$ cat config.mk
export PLATFORM = sky130hd
export DESIGN_NAME = clk_div_ctrl
export DESIGN_NICKNAME = d
export VERILOG_FILES = /design/src/rtl/clk_div_ctrl.sv
export SDC_FILE = /design/constraint.sdc
export NUM_CORES = 1
export LEC_CHECK = 0
export CORE_MARGIN = 2
export CORE_UTILIZATION = 50
export DETAILED_ROUTE_END_ITERATION = 10
export PLACE_DENSITY = 0.71
export SLEW_MARGIN = 30
export SYNTH_ARGS = -nofsm -noshare
export SYNTH_HDL_FRONTEND = slang
export SYNTH_SLANG_ARGS = --single-unit
$ cat constraint.sdc
create_clock -name clk -period 2.5 [get_ports clk]
set_input_delay 0.5 -clock clk [delete_from_list [all_inputs] [get_ports clk]]
set_output_delay 0.5 -clock clk [all_outputs]
set_load 0.02 [all_outputs]
$ cat src/rtl/clk_div_ctrl.sv
// Programmable divide-by-N clock controller with req/ack ratio load; optional tick via CLK_DIV_TICK_EN.
// Latency: clk_out high one edge after en; ratio load acks next edge (STOP) or at period wrap (RUN).
// Backpressure: cfg_req held until cfg_ack; a pending ratio blocks new requests until the wrap edge.
module clk_div_ctrl #(
  parameter int DIV_W       = 8,
  parameter int DIV_DEFAULT = 4
) (
  input  logic             clk,
  input  logic             rst,
  input  logic             en,
  input  logic             cfg_req,
  input  logic [DIV_W-1:0] cfg_div,
  output logic             cfg_ack,
  output logic             cfg_err,
  output logic             busy,
  output logic             clk_out
`ifdef CLK_DIV_TICK_EN
  ,
  output logic             tick
`endif
);

  typedef enum logic {STOP, RUN} state_t;

  state_t           state, state_nxt;
  logic [DIV_W-1:0] cnt, cnt_nxt;
  logic [DIV_W-1:0] div, div_nxt;
  logic [DIV_W-1:0] pend_div, pend_div_nxt;
  logic             pend_vld, pend_vld_nxt;
  logic             clk_out_nxt, ack_nxt, err_nxt, tick_nxt;
  logic             take, bad_ratio, wrap;
  logic [DIV_W-1:0] cnt_inc;

  // A request is only looked at when nothing is in flight for it.
  assign take      = cfg_req & ~cfg_ack & ~pend_vld;
  assign bad_ratio = cfg_div < DIV_W'(2);
  assign wrap      = (cnt == div - DIV_W'(1));
  assign cnt_inc   = cnt + DIV_W'(1);
  assign busy      = (state == RUN);

  always_comb begin
    state_nxt    = state;
    cnt_nxt      = cnt;
    div_nxt      = div;
    pend_div_nxt = pend_div;
    pend_vld_nxt = pend_vld;
    clk_out_nxt  = 1'b0;
    ack_nxt      = 1'b0;
    err_nxt      = 1'b0;
    tick_nxt     = 1'b0;
    case (state)
      STOP: begin
        if (take) begin
          ack_nxt = 1'b1;
          if (bad_ratio) err_nxt = 1'b1;
          else           div_nxt = cfg_div;
        end
        // Start edge: any legal N >= 2 gives a high first cycle.
        if (en) begin
          state_nxt   = RUN;
          cnt_nxt     = '0;
          clk_out_nxt = 1'b1;
          tick_nxt    = 1'b1;
        end
      end
      RUN: begin
        if (take) begin
          if (bad_ratio) begin
            ack_nxt = 1'b1;
            err_nxt = 1'b1;
          end else begin
            pend_div_nxt = cfg_div;
            pend_vld_nxt = 1'b1;
          end
        end
        if (wrap) begin
          cnt_nxt = '0;
          if (pend_vld) begin
            div_nxt      = pend_div;
            pend_vld_nxt = 1'b0;
            ack_nxt      = 1'b1;
          end
          if (en) begin
            clk_out_nxt = 1'b1;
            tick_nxt    = 1'b1;
          end else begin
            state_nxt = STOP;
          end
        end else begin
          cnt_nxt     = cnt_inc;
          clk_out_nxt = cnt_inc < (div >> 1);
        end
      end
      default: state_nxt = STOP;
    endcase
  end

  always_ff @(posedge clk or posedge rst) begin
    if (rst) begin
      state    <= STOP;
      cnt      <= '0;
      div      <= DIV_W'(DIV_DEFAULT);
      pend_div <= '0;
      pend_vld <= 1'b0;
      clk_out  <= 1'b0;
      cfg_ack  <= 1'b0;
      cfg_err  <= 1'b0;
    end else begin
      state    <= state_nxt;
      cnt      <= cnt_nxt;
      div      <= div_nxt;
      pend_div <= pend_div_nxt;
      pend_vld <= pend_vld_nxt;
      clk_out  <= clk_out_nxt;
      cfg_ack  <= ack_nxt;
      cfg_err  <= err_nxt;
    end
  end

`ifdef CLK_DIV_TICK_EN
  always_ff @(posedge clk or posedge rst) begin
    if (rst) tick <= 1'b0;
    else     tick <= tick_nxt;
  end
`else
  logic unused_tick;
  assign unused_tick = tick_nxt;
`endif

endmodule

== Word-level counts from Yosys, hierarchy flattened ==
Index checks and enable logic that the tools add are counted.

* Register bits: 29
* Bits in latches: 0
* RAM bits: 0
* ROM bits: 0
* Bits of input ports: 12
* Output and inout port bits: 4
* Memories: 0

* Add/sub/neg operators: 2
* $mul: 0
* Div/mod/pow operators: 0
* Order comparisons: 2
* Equality and inequality tests: 6
* Shifts and indexed selects: 0
* Muxes and demuxes: 23
* Bitwise logic cells: 6
* Reduce and logical (&&, ||, !) cells: 2

{| class="wikitable"
|+ Operator list
! operator !! number
|-
| $mux 8 || 6
|-
| $pmux 8 s2 || 2
|-
| $mux 1 || 12
|-
| $add 8x1->8 const B || 1
|-
| $eq 8x8->1 || 1
|-
| $lt 8x2->1 const B || 1
|-
| $lt 8x7->1 || 1
|-
| $sub 8x1->8 const B || 1
|-
| $ne 2x2->1 const B || 3
|-
| $pmux 1 s2 || 3
|-
| $ne 2x1->1 const B || 2
|-
| $not 1->1 || 4
|-
| $reduce_and 4->1 || 1
|-
| $reduce_and 3->1 || 1
|-
| $and 1x1->1 || 2
|}

== Depth between registers and ports, before layout ==
Gate-level depths: netlist of run 1.

* Depth after elaboration: 7
* Gate-level depth with buffers: 9
* Gate-level depth less buffers: 9

== Least setup slack after synthesis of run 1 ==
Ideal clock, no wire load.

* Path kind: register to register
* Start point: register div[0]
* End point: register cnt[1]
* Library setup time: 122 ps
* Arrival time: 2,102 ps
* Data required time: 2,378 ps
* Path slack: 277 ps
* Stages on the path, launching flop included: 9
* Path buffers: 1
* Clock period less this slack: 2,223 ps
* Path through: dfrtp_1 inv_1 ha_1 o21ba_1 a221oi_1 o2111ai_1 or3_1 buf_6 a32o_1

* Longest elaborated chain between the ends: 4

{| class="wikitable"
|+ RTL lines
! what !! line !! RTL
|-
| start: declaration || 27 || <nowiki>logic [DIV_W-1:0] div, div_nxt;</nowiki>
|-
| start signal: assignment || 102 || <nowiki>div <= DIV_W'(DIV_DEFAULT);</nowiki>
|-
| start signal: assignment || 111 || <nowiki>div <= div_nxt;</nowiki>
|-
| $sub 8x1->8 || 37 || <nowiki>assign wrap = (cnt == div - DIV_W'(1));</nowiki>
|-
| $eq 8x8->1 || 37 ||
|-
| $mux 8 || 76 || <nowiki>if (wrap) begin</nowiki>
|-
| $pmux 8 s2 || 51 || <nowiki>case (state)</nowiki>
|-
| end signal: assignment || 110 || <nowiki>cnt <= cnt_nxt;</nowiki>
|-
| end: declaration || 26 || <nowiki>logic [DIV_W-1:0] cnt, cnt_nxt;</nowiki>
|}

No other way between the ends.
A chain may end at the register's enable or synchronous reset.

== Worst setup path in the final report of run 1 ==
* Start point: register div[1]
* End point: register cnt[1]

The elaborated chain is that of the path after synthesis.

==> results by group, run 1 <==
Status
  – Outcome: finished clean

CTS
  – Skew-Pair Late Insertion Delay: approximately 0.33 ns
  – H-tree lvl count: 2
  – CTS Root Cell: clkbuf_4
  – Post-CTS Setup Inserts: 0
  – Reg clk slew, reported paths: 0.09 ns
  – TritonCTS Buffers: 5
  – TritonCTS clock tree: yes
  – Max Buffers Root-to-Sink: 2
  – Clock sink total: 29

Yosys
  – Compound-Gate Fraction of Synth Area: 0.122
  – Adder-cell share of the synthesized area: 0.0572
  – Synth Area in XOR/XNOR: 0.0701
  – Yosys cell types: 40
  – Yosys warnings: 0
  – Cells after synthesis: 168
  – Multiplexer share of the synthesized area: 0.143
  – Area of the mapped netlist: 1750 um^2
  – Sequential cell area fraction in the yosys report: 0.416
  – Net Count, Synth: 188
  – Synth Flop Type: dfrtp_1
  – Syn avg cell area: 10.4 um^2
  – Synthesized flop and latch total: 29
  – Post-Synth Simple-Gate Area: 0.137
  – FFs w/ async S/R, synth: 1.00
  – Largest family of logic cells by synthesized area: multiplexers
  – Post-synth EDFFs: 0

Timing
  – Setup TNS: 0 ns
  – Slew HR: 0.687
  – Final setup vio count: 0
  – Crit share post-route: 0.939
  – Final Hold Viols: 0
  – Max-slew violation count: 0
  – Post-layout minimum cycle time: between 2 and 2.5 ns
  – Worst-Margin Slew: 0.468 ns
  – Clk_skew: a little over 0.009 ns
  – RSZ-0062 raised after global routing: false
  – Hold slack: 0.511 ns
  – Fmax: 426 MHz

Setup path
  – Critical Path Start Type: flop
  – Slowest library cell on the worst path: or3_4
  – FF-to-FF path depth: 7
  – CP Cell Sequence: inv_1 > ha_1 > o21ba_1 > a221oi_1 > o2111ai_1 > or3_4 > a32o_1
  – Crit path arrival time: 2.57 ns
  – R2R Setup Slk: 0.15 ns
  – Critical Path End: cnt[1]
  – Crit path largest cell delay: 0.49 ns
  – Reg2reg end: cnt[1]
  – WS Path Type: reg -> reg
  – Critical Path End Type: flop
  – CP Data Required Time: 2.72 ns
  – Setup crit start: div[1]
  – Worst reg2reg path startpoint: div[1]
  – Worst-path maximum fanout: 10

Detailed routing
  – DR iter-0 viols: 70
  – Via count: 1373
  – Avg WL per Cell: 15.7 um
  – Antenna Nets Post-Route: 0
  – Vias/cell: about 5.8
  – Routed WL: around 3700 um
  – DRC viols: 0
  – Drt first pass iters: 4

Placement
  – GP Congestion: 0.900
  – Dpl hpwl: about 2800 um
  – # port buffers: 15

Floorplanning
  – Cell Rows: 21
  – Starting density of the core: 0.524
  – Die ar.: 3990 um^2
  – I/O Pins: 16
  – Chip height: 63.1 um
  – Width of the die: 63.1 um
  – Core Area: 3340 um^2

Worst hold path
  – Hold Path Origin: pend_div[7]
  – Hold crit path type: reg -> reg

Global route
  – Vias in the first global route: 1438
  – Initial antenna violation count: 0
  – All-Layer GR Usage: 0.214
  – First-pass GRT wire length: approximately 6600 um
  – Largest net degree at the start of global routing: 30
  – Grt total ovfl: 0

Pwr
  – Sequential share of power: 0.383
  – PwrDens: 1210 nW/um^2
  – Switch share: 0.410
  – Leak pwr: 0.990 nW
  – Worst IR drop on VDD: 574 uV
  – Sw Pwr: 0.00101 W
  – Combinational share of power: 0.497
  – Clock power frac: 0.120
  – Internal Power: between 0.001 and 0.0015 W

Cells and area
  – Antenna Cells: 0
  – Share of cells above drive strength 1: 0.137
  – Syn-to-layout area delta: 16.7%
  – Fin nets: 209

Flow run
  – Maximum capacitance violations: 0
[cell usage after synthesis, types with 6 or more instances]
cell      n  area share
mux2_2    8       0.052
ha_1      8       0.057
nor2_1    7       0.015
xor2_1    8       0.040
a32o_1    6       0.034
nand3_1   8       0.023
a21oi_1   7       0.020
xnor2_1   6       0.030
dfrtp_1  28        0.40
nand2_1  10       0.021
mux2i_1  16       0.092
inv_1    13       0.028
[how the worst min path moves through the flow]
stage,cells past startpoint,end,slack [ns]
final,1,pend_div[7],0.51
after global routing,1,pend_div[2],0.52
after CTS,1,pend_div[1],0.51
after detailed placement,1,pend_div[6],0.49
after global placement,1,pend_div[6],0.49
after floorplan,1,pend_div[0],0.48
[cell type report]
cell class                 count  area (um^2)
clock buffer                   8         58.8
fill                         299         1300
inverter                      13         48.8
multi-input combinational    118          932
sequential                    29          728
tap                           46         57.6
timing repair buffer          22          215
[logic make-up after synthesis]
logic type	count (synthesis)
AOI/OAI and AO/OA	29
xor gates and xnor gates	14
adders and majority gates	8
buffers and inverters	21
DFF	29
muxes	24
and+or+nand+nor	43
[power by group through the flow]
stage	clock network (W)	registers (W)	logic, W
floorplan	0	0.000856	0.000980
global placement	0	0.000936	0.00115
detailed placement	0	0.000948	0.00121
CTS	0.000303	0.000939	0.00121
global route	0.000325	0.000982	0.00137
finish	0.000296	0.000944	0.00122
[sequential cells by signal, summed over array words and instances (netlist names)]
register,count
busy,1
cfg_ack,1
cfg_err,1
clk_out,1
cnt,8
div,8
pend_div,8
pend_vld,1
[stage by stage]
| stage | utilization | instance area [um^2] | worst slack, ns | power [W] | std cells |
|---|---|---|---|---|---|
| 4_1_cts | 0.609 | 2030 | 0.0536 | 0.00246 | 236 |
| 2_1_floorplan | - | 1750 | 0.277 | 0.00184 | 168 |
| 6_report | 0.612 | 2040 | 0.153 | 0.00246 | 236 |
| 3_5_place_dp | 0.592 | 1970 | 0.0661 | 0.00216 | 228 |
| 3_3_place_gp | 0.592 | 1970 | 0.137 | 0.00209 | 228 |
| 5_1_grt | 0.612 | 2040 | 0.00167 | 0.00267 | 236 |
[timing repair]
action / 4_1_cts / 5_1_grt
hold buffers: 0 / 0
endpoints found under the hold margin: 0 / 0
resized for setup: 0 / 3
setup endpoints to repair: 0 / 10
[layer usage]
metal / GRT usage / vias up / wire length, um
met2: 0.355 / 33 / 1880
met5: 0 / - / 0
met1: 0.269 / 685 / 1630
li1: - / 647 / -
met4: 0.0972 / 0 / 57
met3: 0.0411 / 8 / 144
[cells in the final DEF, fill, tap and decap left out, drive strengths merged]
master,instances
a2111oi,1
a21oi,7
a221oi,1
a22o,1
a2bb2oi,1
a32o,6
and3,1
and4,1
buf,7
clkbuf,8
clkdlybuf4s50,15
dfrtp,28
dfstp,1
ha,8
inv,13
mux2,8
mux2i,16
nand2,10
nand2b,1
nand3,8
nand4,5
nor2,7
nor3,3
nor4,2
o2111ai,1
o21a,1
o21ai,5
o21ba,1
o22ai,1
o311a,1
o31a,1
o31ai,1
or3,3
or4,1
or4b,1
xnor2,6
xor2,8
[worst max-delay path, delay by kind of cell (launching register included)]
kind	cells	cell delay (ns)
AO/OA/AOI/OAI	4	0.97
buffers and inverters	1	0.09
flip-flops	1	0.42
AND/OR/NAND/NOR	1	0.49
adder cells (fa/ha/maj)	1	0.26
Note: power is estimated with default switching activity, not from simulation.
==> run 2, diff against run 1 <==
Settings changed: DONT_BUFFER_PORTS set to 1, PLACE_DENSITY 0.71 to 0.65.
==> run 2 against run 1 <==
Critical endpoint unchanged. Clock skew grew 0.0011 ns. Die area is the same. Design area shrank 7.7%. Flip-flop and latch count is the same. Clock power shrank 2%. Final cell count shrank 6.8%.
==> results by group, run 2 (synthesized netlist as in run 1, its figures left out) <==
Worst hold path
  – Hold crit path type: in -> async

Detailed routing
  – Drt first pass iters: 4 (unchanged)
  – DR iter-0 viols: 48 (-31%)
  – Vias/cell: 5.98 (+2.7%)
  – DRC viols: 0 (unchanged)
  – Routed WL: 3700 um (-0.43%)
  – Via count: 1315 (-4.2%)
  – Avg WL per Cell: 16.8 um (+6.8%)
  – Antenna Nets Post-Route: 0 (unchanged)

Cells and area
  – Fin cells: 220 (-6.8%)
  – Syn-to-layout area delta: 7.73%
  – Antenna Cells: 0 (unchanged)
  – Final Util: 0.565 (-0.0469)
  – Fill count: 305 (+2.0%)
  – Registers with the most flip-flops: cnt (8), div (8), pend_div (8)
  – Most frequent cells in the layout: dfrtp_1, mux2i_1, inv_1
  – Share of cells above drive strength 1: 0.155 (+0.0183)
  – Fin nets: 194 (-7.2%)
  – Most common cell after layout, fill and taps aside: dfrtp_1
  – Finished Cell Area: 1880 um^2 (-7.7%)

Placement
  – Pre-CTS WS: 0.0256 ns (-0.0404 ns)
  – # port buffers: 0 (-15)
  – GP Congestion: 0.905 (+0.57%)
  – Placed Cells incl. Taps: 213 (-6.6%)
  – Dpl hpwl: 2740 um (-3.7%)
  – Placed cell areas: 1810 um^2 (-8.2%)

CTS
  – Post-CTS Hold Fix Bufs: 0 (unchanged)
  – Clock sink total: 29 (unchanged)
  – Max Buffers Root-to-Sink: 2 (unchanged)
  – TritonCTS clock tree: yes
  – Post-CTS Setup Inserts: 0 (unchanged)
  – H-tree lvl count: 2 (unchanged)
  – Reg clk slew, reported paths: 0.09 ns (about the same)
  – CTS Root Cell: clkbuf_4
  – TritonCTS Buffers: 5 (unchanged)
  – Skew-Pair Late Insertion Delay: 0.33 ns (about the same)

Pwr
  – Sw Pwr: 0.00103 W (+1.6%)
  – Pwr Total: 0.00245 W (-0.65%)
  – Leak pwr: 0.927 nW (-6.3%)
  – Internal Power: 0.00142 W (-2.2%)
  – Clock power frac: 0.119 (about the same)
  – PwrDens: 1300 nW/um^2 (+7.6%)
  – Sequential share of power: 0.387 (+0.004)
  – Switch share: 0.420 (+0.00929)
  – Combinational share of power: 0.494 (-0.003)
  – Worst IR drop on VDD: 581 uV (+1.4%)

Floorplanning
  – Width of the die: 63.1 um (unchanged)
  – Core Area: 3340 um^2 (unchanged)
  – Chip height: 63.1 um (unchanged)
  – Cell Rows: 21 (unchanged)
  – Die ar.: 3990 um^2 (unchanged)
  – Starting density of the core: 0.524 (unchanged)
  – I/O Pins: 16 (unchanged)

Timing
  – Worst-Margin Slew: 0.500 ns (+0.0325 ns)
  – Max-slew violation count: 0 (unchanged)
  – Post-layout minimum cycle time: 2.41 ns (+0.0601 ns)
  – Crit share post-route: 0.963 (+0.0240)
  – Clk_skew: 0.0104 ns (+0.00106 ns)
  – Fmax: 415 MHz (-2.5%)
  – Final Hold Viols: 0 (unchanged)
  – Final setup vio count: 0 (unchanged)
  – Final worst setup slack: 0.0928 ns (-0.0601 ns)
  – Slew HR: 0.665 (-0.0217)

Status
  – Outcome: finished clean

Setup path
  – Critical Path End Type: flop
  – Critical Path Start Type: flop
  – Crit path arrival time: 2.63 ns (+0.06 ns)
  – CP Data Required Time: 2.73 ns (about the same)
  – WS Path Type: reg -> reg
  – Worst-path maximum fanout: 10 (unchanged)

Global route
  – First-pass GRT wire length: 6030 um (-8.0%)
  – Vias in the first global route: 1321 (-8.1%)
  – Grt total ovfl: 0 (unchanged)
  – Largest net degree at the start of global routing: 22 (-27%)
  – All-Layer GR Usage: 0.199 (-0.0146)
  – Initial antenna violation count: 0 (unchanged)

Flow run
  – Maximum capacitance violations: 0 (unchanged)
==> run 2: cell count changes in the layout (fill, tap and decap cells not counted), sizes merged <==
| cell | delta |
|---|---|
| clkdlybuf4s50 | -15 |
| clkbuf | -1 |
==> run 2: routing by layer <==
layer / up-vias / GRT usage / part of all wire
met4: 0 / 0.0917 / 0.019
met5: - / 0 / 0
met3: 7 / 0.0643 / 0.044
li1: 624 / - / -
met1: 655 / 0.245 / 0.46
met2: 29 / 0.318 / 0.48
==> run 2: critical path, stage by stage (launching register included) <==
cell and delay [ns]:
dfrtp_1 0.42, inv_1 0.08, ha_1 0.28, o21ba_1 0.22, a221oi_2 0.33, o2111ai_2 0.21
or3_4 0.49, a32o_1 0.28
==> run 2: power groups by stage <==
stage	Clock [W]	Sequential [W]	Combinational, W
global placement	0	0.000938	0.00112
finish	0.000291	0.000947	0.00121
global route	0.000320	0.000977	0.00135
CTS	0.000300	0.000940	0.00116
detailed placement	0	0.000951	0.00116
floorplan	0	0.000856	0.000980
==> run 2: timing repair <==
| action | in CTS | in global routing |
|---|---|---|
| endpoints found under the setup margin | 0 | 10 |
| gates resized for setup | 0 | 3 |
| hold endpoints to repair | 0 | 0 |
==> run 2: area by class of cell <==
| cell class | instances | area (um^2) | area share |
|---|---|---|---|
| multi-input cells | 118 | 943 | 0.501 |
| flip-flops and latches | 29 | 727 | 0.386 |
| well taps | 46 | 57.6 | 0.0305 |
| clock buffers | 7 | 55.1 | 0.0292 |
| repair buffers | 7 | 52.6 | 0.0279 |
| inverters | 13 | 48.8 | 0.0259 |
==> run 2: path summary, 6_finish.rpt <==
| check | startpoint | endpoint | slack (ns) | cells past startpoint |
|---|---|---|---|---|
| max in group asynchronous | rst | busy | 1.83 | 2 |
| min reg2reg | pend_div[6] | pend_div[6] | 0.51 | 1 |
| min | rst | div[0] | 0.05 | 1 |
| min in group clk | en | busy | 0.28 | 1 |
| max reg2reg | div[0] | cnt[1] | 0.09 | 7 |
| max | div[0] | cnt[1] | 0.09 | 7 |
==> run 2: through the flow <==
stage	TNS, ns	hold WS (ns)
after floorplan	0	0.479
after detailed placement	0	0.428
final	0	0.0548
after CTS	0	0.0543
after global routing	-0.00508	0.0757
after global placement	0	0.422
==> run 3, diff against run 2 <==
Settings changed: CAP_MARGIN set to 30.
==> results of run 3 <==
Same layout as run 2: the final DEF is identical, and so are final timing and power.
